File: config.mk
export PLATFORM = sky130hd
export DESIGN_NAME = alu_wb_ctrl
export DESIGN_NICKNAME = d
export VERILOG_FILES = /design/src/rtl/alu_wb_pkg.sv /design/src/rtl/alu_wb_ctrl_alu16.sv /design/src/rtl/alu_wb_ctrl.sv
export SDC_FILE = /design/constraint.sdc
export NUM_CORES = 1
export LEC_CHECK = 0
export BUFFER_PORTS_ARGS = -buffer_cell sky130_fd_sc_hd__buf_2
export CAP_MARGIN = 5
export CORE_UTILIZATION = 45
export DETAILED_ROUTE_END_ITERATION = 8
export PLACE_DENSITY = 0.64
export SLEW_MARGIN = 20
export SYNTH_ARGS = -nofsm -noshare
export SYNTH_HDL_FRONTEND = slang
export SYNTH_HIERARCHICAL = 1
export SYNTH_SLANG_ARGS = --single-unit
File: constraint.sdc
create_clock -name clk -period 4.3 [get_ports clk]
set_clock_uncertainty 0.1 [all_clocks]
set_input_delay 0.215 -clock clk [delete_from_list [all_inputs] [get_ports clk]]
set_output_delay 0.215 -clock clk [all_outputs]
set_load 0.02 [all_outputs]
File: src/rtl/alu_wb_pkg.sv
// Shared constants for the execute/write-back sequencer: widths, opcodes and FSM encoding.
// Data words are numbered with bit 0 as the MSB, so word_t uses an ascending range.
package alu_wb_pkg;

  localparam int DATA_W = 16;
  localparam int ADDR_W = 3;
  localparam int OP_W   = 3;

  typedef logic [0:DATA_W-1] word_t;

  typedef enum logic [OP_W-1:0] {
    OP_ADD = 3'd0,
    OP_SUB = 3'd1,
    OP_AND = 3'd2,
    OP_OR  = 3'd3,
    OP_XOR = 3'd4,
    OP_NOT = 3'd5,
    OP_SHL = 3'd6,
    OP_SHR = 3'd7
  } op_e;

  typedef enum logic [1:0] {
    S_IDLE  = 2'd0,
    S_FETCH = 2'd1,
    S_EXEC  = 2'd2,
    S_WB    = 2'd3
  } state_e;

endpackage

File: src/rtl/alu_wb_ctrl_alu16.sv
// Purely combinational 16-bit ALU producing a result plus zero and carry/shift-out flags.
// Bit 0 of every word is the MSB, so the shift-out bits are a[0] (SHL) and a[DATA_W-1] (SHR).
module alu16
  import alu_wb_pkg::*;
(
  input  logic [0:DATA_W-1] a,
  input  logic [0:DATA_W-1] b,
  input  logic [OP_W-1:0]   op,
  output logic [0:DATA_W-1] y,
  output logic              zero,
  output logic              carry
);

  logic [DATA_W:0] sum;

  always_comb begin
    sum   = '0;
    y     = '0;
    carry = 1'b0;
    case (op)
      OP_ADD: begin
        sum   = {1'b0, a} + {1'b0, b};
        y     = sum[DATA_W-1:0];
        carry = sum[DATA_W];
      end
      // Carry out of A + ~B + 1 is the inverted borrow.
      OP_SUB: begin
        sum   = {1'b0, a} + {1'b0, ~b} + {{DATA_W{1'b0}}, 1'b1};
        y     = sum[DATA_W-1:0];
        carry = sum[DATA_W];
      end
      OP_AND: y = a & b;
      OP_OR:  y = a | b;
      OP_XOR: y = a ^ b;
      OP_NOT: y = ~a;
      OP_SHL: begin
        y     = a << 1;
        carry = a[0];
      end
      OP_SHR: begin
        y     = a >> 1;
        carry = a[DATA_W-1];
      end
      default: y = '0;
    endcase
    zero = (y == '0);
  end

endmodule

File: src/rtl/alu_wb_ctrl.sv
// Four-state sequencer: accept an instruction, read operands from the register file,
// execute on alu16, then write the result back with a one-cycle done pulse.
module alu_wb_ctrl
  import alu_wb_pkg::*;
(
  input  logic              clk,
  input  logic              reset,
  input  logic              instr_valid,
  output logic              instr_ready,
  input  logic [OP_W-1:0]   op,
  input  logic [ADDR_W-1:0] rd,
  input  logic [ADDR_W-1:0] rs_a,
  input  logic [ADDR_W-1:0] rs_b,
  output logic [ADDR_W-1:0] rd_addr_a,
  output logic [ADDR_W-1:0] rd_addr_b,
  input  logic [0:DATA_W-1] rf_a,
  input  logic [0:DATA_W-1] rf_b,
  output logic              wr,
  output logic [ADDR_W-1:0] wr_addr,
  output logic [0:DATA_W-1] d_in,
  output logic              done,
  output logic              zero,
  output logic              carry
);

  state_e            state_q, state_d;
  logic [OP_W-1:0]   op_q, op_d;
  logic [ADDR_W-1:0] rd_q, rd_d;
  logic [ADDR_W-1:0] rs_a_q, rs_a_d;
  logic [ADDR_W-1:0] rs_b_q, rs_b_d;
  word_t             a_q, a_d;
  word_t             b_q, b_d;
  word_t             res_q, res_d;
  logic              zero_q, zero_d;
  logic              carry_q, carry_d;

  word_t             alu_y;
  logic              alu_zero;
  logic              alu_carry;

  alu16 u_alu (
    .a     (a_q),
    .b     (b_q),
    .op    (op_q),
    .y     (alu_y),
    .zero  (alu_zero),
    .carry (alu_carry)
  );

  // Every register holds unless its own state loads it.
  always_comb begin
    state_d = state_q;
    op_d    = op_q;
    rd_d    = rd_q;
    rs_a_d  = rs_a_q;
    rs_b_d  = rs_b_q;
    a_d     = a_q;
    b_d     = b_q;
    res_d   = res_q;
    zero_d  = zero_q;
    carry_d = carry_q;
    case (state_q)
      S_IDLE: begin
        if (instr_valid) begin
          op_d    = op;
          rd_d    = rd;
          rs_a_d  = rs_a;
          rs_b_d  = rs_b;
          state_d = S_FETCH;
        end
      end
      S_FETCH: begin
        a_d     = rf_a;
        b_d     = rf_b;
        state_d = S_EXEC;
      end
      S_EXEC: begin
        res_d   = alu_y;
        zero_d  = alu_zero;
        carry_d = alu_carry;
        state_d = S_WB;
      end
      S_WB:    state_d = S_IDLE;
      default: state_d = S_IDLE;
    endcase
  end

  always_ff @(posedge clk) begin
    if (reset) begin
      state_q <= S_IDLE;
      op_q    <= '0;
      rd_q    <= '0;
      rs_a_q  <= '0;
      rs_b_q  <= '0;
      a_q     <= '0;
      b_q     <= '0;
      res_q   <= '0;
      zero_q  <= 1'b0;
      carry_q <= 1'b0;
    end else begin
      state_q <= state_d;
      op_q    <= op_d;
      rd_q    <= rd_d;
      rs_a_q  <= rs_a_d;
      rs_b_q  <= rs_b_d;
      a_q     <= a_d;
      b_q     <= b_d;
      res_q   <= res_d;
      zero_q  <= zero_d;
      carry_q <= carry_d;
    end
  end

  assign instr_ready = (state_q == S_IDLE);
  assign wr          = (state_q == S_WB);
  assign done        = (state_q == S_WB);
  assign rd_addr_a   = rs_a_q;
  assign rd_addr_b   = rs_b_q;
  assign wr_addr     = rd_q;
  assign d_in        = res_q;
  assign zero        = zero_q;
  assign carry       = carry_q;

endmodule

Yosys cells after proc, flatten, opt, wreduce, memory -nomap -nowiden:

Index checks and enable logic that the tools add are counted.

* add/subtract/negate cells: 3
* equality and inequality tests: 11
* reductions and logical operators: 4
* mux-type cells: 4
* bitwise logic cells: 5

Operators with widths (number)
* $pmux 16 s8: 1
* $add 16x16->17: 2
* $not 16->16: 2
* $add 17x1->17 const B: 1
* $and 16x16->16: 1
* $logic_not 16->1: 1
* $or 16x16->16: 1
* $xor 16x16->16: 1
* $eq 3x3->1 const B: 4
* $pmux 2 s4: 1
* $eq 3x2->1 const B: 2
* $eq 2x2->1 const B: 2
* $pmux 1 s4: 1
* $eq 3x1->1 const B: 1
* $logic_not 3->1: 1
* $eq 2x1->1 const B: 1
* $logic_not 2->1: 1
* $mux 2: 1
* $ne 2x2->1 const B: 1
* $reduce_and 2->1: 1

* output and inout port bits: 30
* input port bits: 47
* logic and storage cells: 37
* register bits after elaboration: 64

Longest topological paths before layout:

Gate-level depths: netlist (run 1).

* depth after elaboration: 5
* mapped depth: 14
* mapped depth without buffers: 14

Modules after synthesis:

The synthesis (run 1) kept the hierarchy.

Modules (own cells, without submodules)
* alu16: seq. area each 0.0 µm², cells each 472, times used 1, area an instance 3251.9 µm²
* alu_wb_ctrl: seq. area each 1281.2 µm², cells each 234, times used 1, area an instance 2521.2 µm²

Least setup slack after synthesis (run 1):

OpenSTA, ideal clock, no wires.

* kind: register to register
* from: reg a_q[6]
* to: reg zero_q, in the netlist zero
* slack: 1373 ps
* clock period less this slack: 2927 ps
* buffers on the path: 1
* library setup time: 64 ps
* cell stages (with the launch flop): 13
* arrival: 2763 ps
* data required time: 4136 ps
* cell sequence: dfxtp_1 -> inv_1 -> ha_1 -> buf_2 -> mux4_2 -> a211oi_2 -> o311ai_1 -> a32o_2 -> a2111oi_4 -> nand4b_1 -> nor4_2 -> mux2i_1 -> nor2_1

* word-level cells in the longest chain between the ends: 4
* elaborated cells on any way between the ends: 9
* those cells by class: 3 x add/sub; 1 x mux; 4 x bitwise; 1 x reduce/logical

RTL lines
* from (decl): RTL line alu_wb_ctrl.sv:31 `word_t a_q, a_d;`
* from (signal assigned): RTL line alu_wb_ctrl.sv:95 `a_q <= '0;`
* from (signal assigned): RTL line alu_wb_ctrl.sv:106 `a_q <= a_d;`
* $add 16x16->17: RTL line alu_wb_ctrl_alu16.sv:28 `sum = {1'b0, a} + {1'b0, ~b} + {{DATA_W{1'b0}}, 1'b1};`
* $add 17x1->17: RTL line alu_wb_ctrl_alu16.sv:28
* $pmux 16 s8 *: RTL line alu_wb_ctrl_alu16.sv:20 `case (op)`
* named net alu_y[6]: RTL line alu_wb_ctrl.sv:37 `word_t alu_y;`
* $logic_not 16->1 *: RTL line alu_wb_ctrl_alu16.sv:46 `zero = (y == '0);`
* named net alu_zero: RTL line alu_wb_ctrl.sv:38 `logic alu_zero;`
* to (signal assigned): RTL line alu_wb_ctrl.sv:109 `zero_q <= zero_d;`
* to (decl): RTL line alu_wb_ctrl.sv:34 `logic zero_q, zero_d;`

Mark *: on every way through the listed nets, which the timed path passes. The rest lies on a longest branch.
A chain may end at the register's enable or synchronous reset.

Final worst setup path (run 1):

* from: reg a_q[7]
* to: reg zero_q, in the netlist zero

Same word-level chain as after synthesis.

==> results.yml, run 1 <==
clock_network:
  clockBufferDepth: 2
  cts.sinks: 64
  tritoncts: "yes"
  h-tree-depth: 3
  cts_made_buffers: 9
  ctsResizeCount: 0
  clockRootBuffer: "clkbuf_16"
  clk_pin_slew_ps: 60
  clock_latency_ps: 350
synthesis:
  synthAdderAreaFrac_pct: 12.2
  ys_seq_elements: 64
  netlist_instances: 706
  synth.most_common_cell: "nor2_1"
  yosys-top-cells-count: "nor2_1 (85), mux2i_1 (65), dfxtp_1 (64)"
  ys.warnings.count: 6
  synth-simple-area-share_pct: 17.0
  synth_area_leaders: "dfxtp_1 (22%), ha_1 (11%), mux2i_1 (11%)"
  synth-compound-area-share_pct: 25.7
  syn_nets: 808
  avgSynthCellArea_um2: 8.18
  synth_cell_types: 81
  synth-xor-area-share_pct: 0.303
  synth.top_cell.area_share_pct: 22.2
  async_flop_share_pct: 0
  synth-main-ff-cell: "dfxtp_1"
  synth_area_um2: 5770
  synth_top_cell_by_area: "dfxtp_1"
  synth_top_family_by_area: "compound AO/OA/AOI/OAI gates"
  synthMuxAreaShare_pct: 13.2
  ys_seq_area_share_pct: 22.2
  synth_edf_count: 0
run:
  maxCapViolCount: 0
cells_and_area:
  fin_nets: 860
  n_antenna_cell: 0
  stdcell_area_um2: 6520
  final_layout_size_suffix_gt1_share_pct: 18.2
  synthToLayoutAreaGrowth_pct: 13.0
global_route:
  grt_max_degree: 51
  grt_pass1_wl_mm: 27.6
  antenna_found_initial: 0
  grtUsageTotal_pct: 27.3
  grt_overflow: 0
  grt_pass1_vias: 5162
timing:
  relSlewSlack_pct: 28.6
  fmax_ghz: 0.278
  tns_ps: 0
  timing.hold.ws_ps: 2.59
  layout_setup_ws_ps: 696
  hold_viol: 0
  rsz0062_at_grt: "no"
  setup_violations: 0
  slew_viol_final: 0
  period_share_pct: 83.8
  period_needed_ps: 3600
  tightest_slew_ps: 1070
hold_path:
  min_path_cells: 3
  min_path_type: "primary input to flop"
floorplanning:
  start_util_pct: 45.9
  ios: 77
  fp.dieH_um: 115
  fp.dieW_um: 115
  dieArea_um2: 13300
  core_um2: 12600
  rows: 41
routing:
  drc: 0
  viasPerCell: 5.84
  firstDrtPassIters: 5
  wl_mm: 17.2
  wl_per_cell_um: 18.5
  ant_nets: 0
  drt_iter0_drc: 374
  via_count: 5454
place:
  post_dp_cell_area_um2: 6140
  dp_hpwl_mm: 12.8
  gp_congestion: 0.937
  pre_cts_slack_ps: 773
  port_buffers: 76
worst_setup_path:
  reg2regPathDepth: 11
  worstPathMaxFanout: 12
  cp-start-kind: "flop"
  endpoint_kind: "flop"
  required_ps: 4480
  slowest_stage: "or4_1"
  critPathKind: "flop to flop"
  path_cells: "inv_1 > ha_1 > or4_1 > a211oi_1 > o21a_1 > or3_1 > xnor2_1 > o221ai_1 > nor4_2 > mux2i_1 > nor2_1"
  worstPathArrival_ps: 3790
  max_stage_delay_ps: 610
outcome:
  run_status: "completed"
power:
  power_density_nw_per_um2: 663
  leakagePower_nw: 2.66
  peakVddDrop_v: 0.000431
-- repair_timing --
| item | CTS | global route |
|---|---|---|
| buffers inserted | 0 | 0 |
| hold buffers | 5 | 0 |
| endpoints found under the hold margin | 5 | 0 |
-- placed cells by master, fill, tap and decap left out, types with 17 or more instances in the layout --
cell type	instances
dfxtp_1	63
nor2_1	85
o21ai_0	31
a21oi_1	36
nor3_1	17
ha_1	52
nand2_1	27
buf_2	76
inv_1	57
mux2i_1	65
-- cell families (layout without fill, tap and decap cells) --
kind of cell	Yosys count	in the layout
mux	71	71
flops	64	64
xor+xnor	2	2
fa+ha+maj	55	55
buf+inv	110	166
simple gates	203	203
compound gates	201	201
-- registers in the layout (all words and copies together) (netlist names) --
name and flops:
carry 1, state_q 2, wr_addr 3, op_q 3, a_q 16, rd_addr_b 3, zero 1, b_q 16
d_in 16, rd_addr_a 3
-- metrics by stage --
step | utilization, % | std cells | total power [mW]
finish | 51.9 | 934 | 4.32
global route | 51.9 | 934 | 4.65
CTS | 51.9 | 934 | 4.31
detailed placement | 48.8 | 914 | 3.44
global placement | 48.8 | 914 | 3.41
floorplan | - | 706 | 2.87
-- cell type report --
class                      count  area (µm²)
fill                        1210        6050
multi-input combinational    532        3950
sequential                    64        1280
timing repair buffer          93         520
clock buffer                  10         229
inverter                      58         218
tap                          172         215
clock inverter                 5         106
-- final timing paths --
kind	start	end	slack [ps]
worst min-delay path	rf_a[15]	a_q[0]	3
worst max-delay path	a_q[7]	zero	700
worst max register to register	a_q[7]	zero	700
worst min register to register	d_in[9]	d_in[9]	380
-- metal layers --
layer,GRT usage [%],share of wire [%]
met3,5.01,6.6
met4,10.6,2.0
met2,43.0,45
met1,37.0,46
met5,0,0
-- power breakdown --
group | total (mW) | internal (mW) | switching, mW
combinational | 2.58 | 1.05 | 1.54
sequential | 0.899 | 0.726 | 0.173
clock | 0.842 | 0.563 | 0.279
-- critical path: cells and delay by family (launching register included) --
family / cells / cell delay, ps
XOR/XNOR: 1 / 110
AO/OA/AOI/OAI: 3 / 1000
multiplexers: 1 / 100
buffers and inverters: 1 / 90
AND/OR/NAND/NOR: 4 / 1130
flip-flops: 1 / 520
adder cells (fa/ha/maj): 1 / 470
Note: power is estimated with default switching activity, not from simulation.
==> inputs of run 2 (changes only) <==
==> constraint.sdc (replaced) <==
create_clock -name clk -period 3.8 [get_ports clk]
set_clock_uncertainty 0.1 [all_clocks]
set_input_delay 0.19 -clock clk [delete_from_list [all_inputs] [get_ports clk]]
set_output_delay 0.19 -clock clk [all_outputs]
set_load 0.02 [all_outputs]
==> results.yml, run 2 (synthesis gave the netlist of run 1 again) <==
power:
  design_power_total_mw: 4.94
  peakVddDrop_v: 0.000657
  leakagePower_nw: 2.83
  power_density_nw_per_um2: 717
global_route:
  grt_pass1_vias: 5436
  antenna_found_initial: 0
  grt_max_degree: 39
  grt_pass1_wl_mm: 28.7
  grt_overflow: 0
  grtUsageTotal_pct: 28.2
cells_and_area:
  n_antenna_cell: 0
  synthToLayoutAreaGrowth_pct: 19.4
  final_layout_size_suffix_gt1_share_pct: 19.1
  final_cell_mix: "nor2_1 (85), buf_2 (76), mux2i_1 (65), dfxtp_1 (62), inv_1 (57)"
  final_cells: 975
  fin_nets: 900
  final_common_cell: "nor2_1"
timing:
  tightest_slew_ps: 1120
  layout_setup_ws_ps: 279
  tns_ps: 0
  relSlewSlack_pct: 24.3
  setup_violations: 0
  rsz0062_at_grt: "no"
  slew_viol_final: 0
  period_needed_ps: 3520
  hold_viol: 0
  period_share_pct: 92.7
  timing.hold.ws_ps: 5.65
  fmax_ghz: 0.284
worst_setup_path:
  r2r_slack_ps: 280
  reg2regPathDepth: 13
  required_ps: 3980
  path_cells: "inv_1 > ha_1 > buf_4 > nand2b_1 > a21o_1 > a221oi_1 > o211ai_1 > or4_1 > a211oi_1 > nand4b_1 > nor4_2 > mux2i_1 > nor2_1"
  worst-path-buf-inv: 2
  crit_start: "a_q[2]"
  slowest_stage: "or4_1"
  cp_top_family: "simple AND/OR/NAND/NOR gates"
  critPathKind: "flop to flop"
  worstPathMaxFanout: 8
  worstSetupEndpoint: "zero"
  r2r_start: "a_q[2]"
  cp-start-kind: "flop"
  worstReg2RegEnd: "zero"
  worstPathArrival_ps: 3700
  max_stage_delay_ps: 620
  cp_num_cells: 13
  endpoint_kind: "flop"
routing:
  ant_nets: 0
  firstDrtPassIters: 5
  via_count: 5626
  viasPerCell: 5.77
  wl_mm: 17.9
  drt_iter0_drc: 443
  drc: 0
  wl_per_cell_um: 18.3
clock_network:
  clk_pin_slew_ps: 60
  cts_made_buffers: 9
  clockRootBuffer: "clkbuf_16"
  clockBufferDepth: 2
  tritoncts: "yes"
  clock_latency_ps: 350
  cts.sinks: 64
  h-tree-depth: 3
floorplanning:
  start_util_pct: 45.9
  core_um2: 12600
  rows: 41
  fp.dieH_um: 115
  fp.dieW_um: 115
  dieArea_um2: 13300
  ios: 77
run:
  maxCapViolCount: 0
hold_path:
  min_path_type: "primary input to flop"
outcome:
  run_status: "completed"
place:
  pre_cts_slack_ps: 240
  gp_congestion: 0.941
  dp_cells: 925
  dp_hpwl_mm: 13.3
  port_buffers: 76
## run 2: cell type report
class | instances | area (µm²)
Clock inverter | 5 | 63.8
Fill cell | 1171 | 5670
Timing Repair Buffer | 133 | 918
Tap cell | 172 | 215
Multi-Input combinational cell | 532 | 3950
Sequential cell | 64 | 1280
Inverter | 58 | 218
Clock buffer | 11 | 243
## run 2: per-layer routing
metal | GRT usage, % | share of wire [%]
met2 | 45.5 | 44
met3 | 4.38 | 6.0
met4 | 13.0 | 3.2
met1 | 37.1 | 46
met5 | 0 | 0
## run 2: worst min-delay path by stage
stage	endpoint	slack, ps	depth (start not counted)	start
after floorplan	rd_addr_a[0]	240	2	rs_a[0]
after global placement	b_q[15]	320	3	rf_b[0]
after detailed placement	b_q[10]	330	3	rf_b[5]
after CTS	wr_addr[1]	0.4	3	rd[1]
after global routing	rd_addr_a[1]	6	3	rs_a[1]
final	rd_addr_a[2]	6	3	rs_a[2]
## run 2: tightest hold or removal path: stages
cell	delay (ps)
buf_2	90
nand3_1	70
a21oi_2	50
## run 2: stage by stage
stage	util, %	area [µm²]
finish	54.9	6890
global route	54.9	6890
CTS	54.8	6890
detailed placement	49.7	6240
global placement	49.7	6240
floorplan	-	5770
## run 2: what timing repair did
item | in CTS | in global routing
gates resized for setup | 0 | 1
buffers inserted | 0 | 0
hold buffers | 34 | 0
hold endpoints to repair | 34 | 0
setup endpoints to repair | 0 | 1
## run 2: power breakdown
group / internal (mW) / switching (mW)
Sequential: 0.822 / 0.184
Combinational: 1.28 / 1.79
Clock: 0.531 / 0.334
Total: 2.63 / 2.31
==> inputs of run 3 (changes only) <==
--- a/config.mk
+++ b/config.mk
@@ -7,9 +7,11 @@
 export LEC_CHECK = 0
 export BUFFER_PORTS_ARGS = -buffer_cell sky130_fd_sc_hd__buf_2
 export CAP_MARGIN = 5
-export CORE_UTILIZATION = 45
+export CELL_PAD_IN_SITES_DETAIL_PLACEMENT = 1
+export CELL_PAD_IN_SITES_GLOBAL_PLACEMENT = 2
+export CORE_UTILIZATION = 35
 export DETAILED_ROUTE_END_ITERATION = 8
-export PLACE_DENSITY = 0.64
+export PLACE_DENSITY = 0.8
 export SLEW_MARGIN = 20
 export SYNTH_ARGS = -nofsm -noshare
 export SYNTH_HDL_FRONTEND = slang
==> results.yml, run 3 (synthesis gave the netlist of run 1 again) <==
floorplanning:
  fp.dieH_um: 130
  rows: 46
  ios: 77
  start_util_pct: 36.1
  core_um2: 16000
  fp.dieW_um: 130
  dieArea_um2: 17000
clock_network:
  tritoncts: "yes"
  clockRootBuffer: "clkbuf_16"
  h-tree-depth: 3
  clockBufferDepth: 2
  cts_made_buffers: 9
  clk_pin_slew_ps: 60
  clock_latency_ps: 340
  cts_setup_buffers: 0
  cts.sinks: 64
power:
  leakagePower_nw: 2.79
  design_power_total_mw: 4.93
  p_comb_share_pct: 63.7
  p_int_mw: 2.55
  power_density_nw_per_um2: 721
  clockPowerShare_pct: 16.0
  power.switching_mw: 2.38
  p_sw_share_pct: 48.3
  sequentialPowerShare_pct: 20.3
  peakVddDrop_v: 0.000623
timing:
  slew_viol_final: 0
  hold_viol: 0
  timing.hold.ws_ps: 10.9
  period_share_pct: 93.1
  period_needed_ps: 3540
  tns_ps: 0
  fmax_ghz: 0.283
  rsz0062_at_grt: "no"
  relSlewSlack_pct: 27.6
  tightest_slew_ps: 1090
  setup_violations: 0
outcome:
  run_status: "completed"
worst_setup_path:
  path_cells: "inv_1 > ha_1 > buf_4 > mux4_2 > a211oi_2 > o311ai_1 > a32o_2 > a2111oi_4 > nand4b_1 > nor4_2 > mux2i_1 > nor2_1"
  cp_top_family: "compound AO/OA/AOI/OAI gates"
  slowest_stage: "dfxtp_1"
  required_ps: 3980
  worstPathArrival_ps: 3720
  worstPathMaxFanout: 9
  cp-start-kind: "flop"
  endpoint_kind: "flop"
  worst-path-buf-inv: 2
  critPathKind: "flop to flop"
  max_stage_delay_ps: 540
cells_and_area:
  synthToLayoutAreaGrowth_pct: 18.5
  nFillCells: 1987
  fin_nets: 897
  final_cell_mix: "nor2_1 (85), buf_2 (76), mux2i_1 (65), dfxtp_1 (63), inv_1 (57)"
  n_antenna_cell: 0
  fin_util_pct: 42.8
  final_layout_size_suffix_gt1_share_pct: 19.3
  final_cells: 1016
  final_common_cell: "nor2_1"
place:
  dp_cells: 973
  dp_hpwl_mm: 15.0
  gp_congestion: 0.859
  port_buffers: 76
global_route:
  grtUsageTotal_pct: 24.7
  grt_max_degree: 41
  grt_pass1_vias: 5837
  grt_pass1_wl_mm: 32.0
  grt_overflow: 0
  antenna_found_initial: 0
routing:
  wl_per_cell_um: 19.6
  drt_iter0_drc: 388
  via_count: 5673
  wl_mm: 19.9
  firstDrtPassIters: 4
  viasPerCell: 5.58
  ant_nets: 0
  drc: 0
hold_path:
  min_path_type: "primary input to flop"
run:
  maxCapViolCount: 0
run 3: cell count changes in the layout (fill, tap and decap cells not counted), sizes merged:
cell and change:
dlygate4sd3 -7, buf +4, clkinv +2, inv -2, bufinv -1, clkinvlp +1
run 3: area by class of cell:
type	instances	area [µm²]	share of cell area [%]
Sequential cell	64	1280	18.7
Tap cell	216	270	3.95
Clock buffer	11	233	3.40
Timing Repair Buffer	130	853	12.5
Inverter	58	218	3.18
Clock inverter	5	33.8	0.494
Multi-Input combinational cell	532	3950	57.7
run 3: layer usage:
| metal | share of wire, % | global-route usage, % | wire length, µm | vias to the layer above |
|---|---|---|---|---|
| met5 | 0 | 0 | 0 | - |
| met4 | 2.1 | 8.59 | 427 | 0 |
| met2 | 45 | 39.5 | 9010 | 162 |
| met1 | 48 | 34.0 | 9590 | 2769 |
| li1 | - | - | - | 2712 |
| met3 | 4.5 | 3.46 | 898 | 30 |
run 3: worst paths after layout:
kind | start | to | slack (ps) | cells after the start
setup reg to reg | a_q[6] | zero | 260 | 12
hold reg to reg | d_in[7] | d_in[7] | 390 | 2
setup / recovery | a_q[6] | zero | 260 | 12
hold / removal | rs_b[2] | rd_addr_b[2] | 10 | 3
run 3: worst min-delay path, stage by stage:
cell	delay, ps
buf_2	100
nand3_1	70
a21oi_2	50
run 3: stage by stage:
step / setup slack, ps / cell area [µm²]
after global placement: 372 / 6300
after floorplan: 873 / 5770
after global routing: 10.6 / 6840
after detailed placement: 304 / 6300
after CTS: 309 / 6840
final: 260 / 6840
run 3: timing repair:
item | 4_1_cts | 5_1_grt
hold buffers | 27 | 0
endpoints found under the setup margin | 0 | 0
gates resized for setup | 0 | 0
hold endpoints to repair | 27 | 0
run 3: power by group through the flow:
stage	Sequential (mW)	Clock [mW]	Combinational, mW
2_1_floorplan	1.01	0	2.25
3_3_place_gp	1.00	0	2.99
3_5_place_dp	1.01	0	3.08
4_1_cts	1.00	0.805	3.12
5_1_grt	1.03	0.827	3.43
6_report	1.00	0.789	3.14
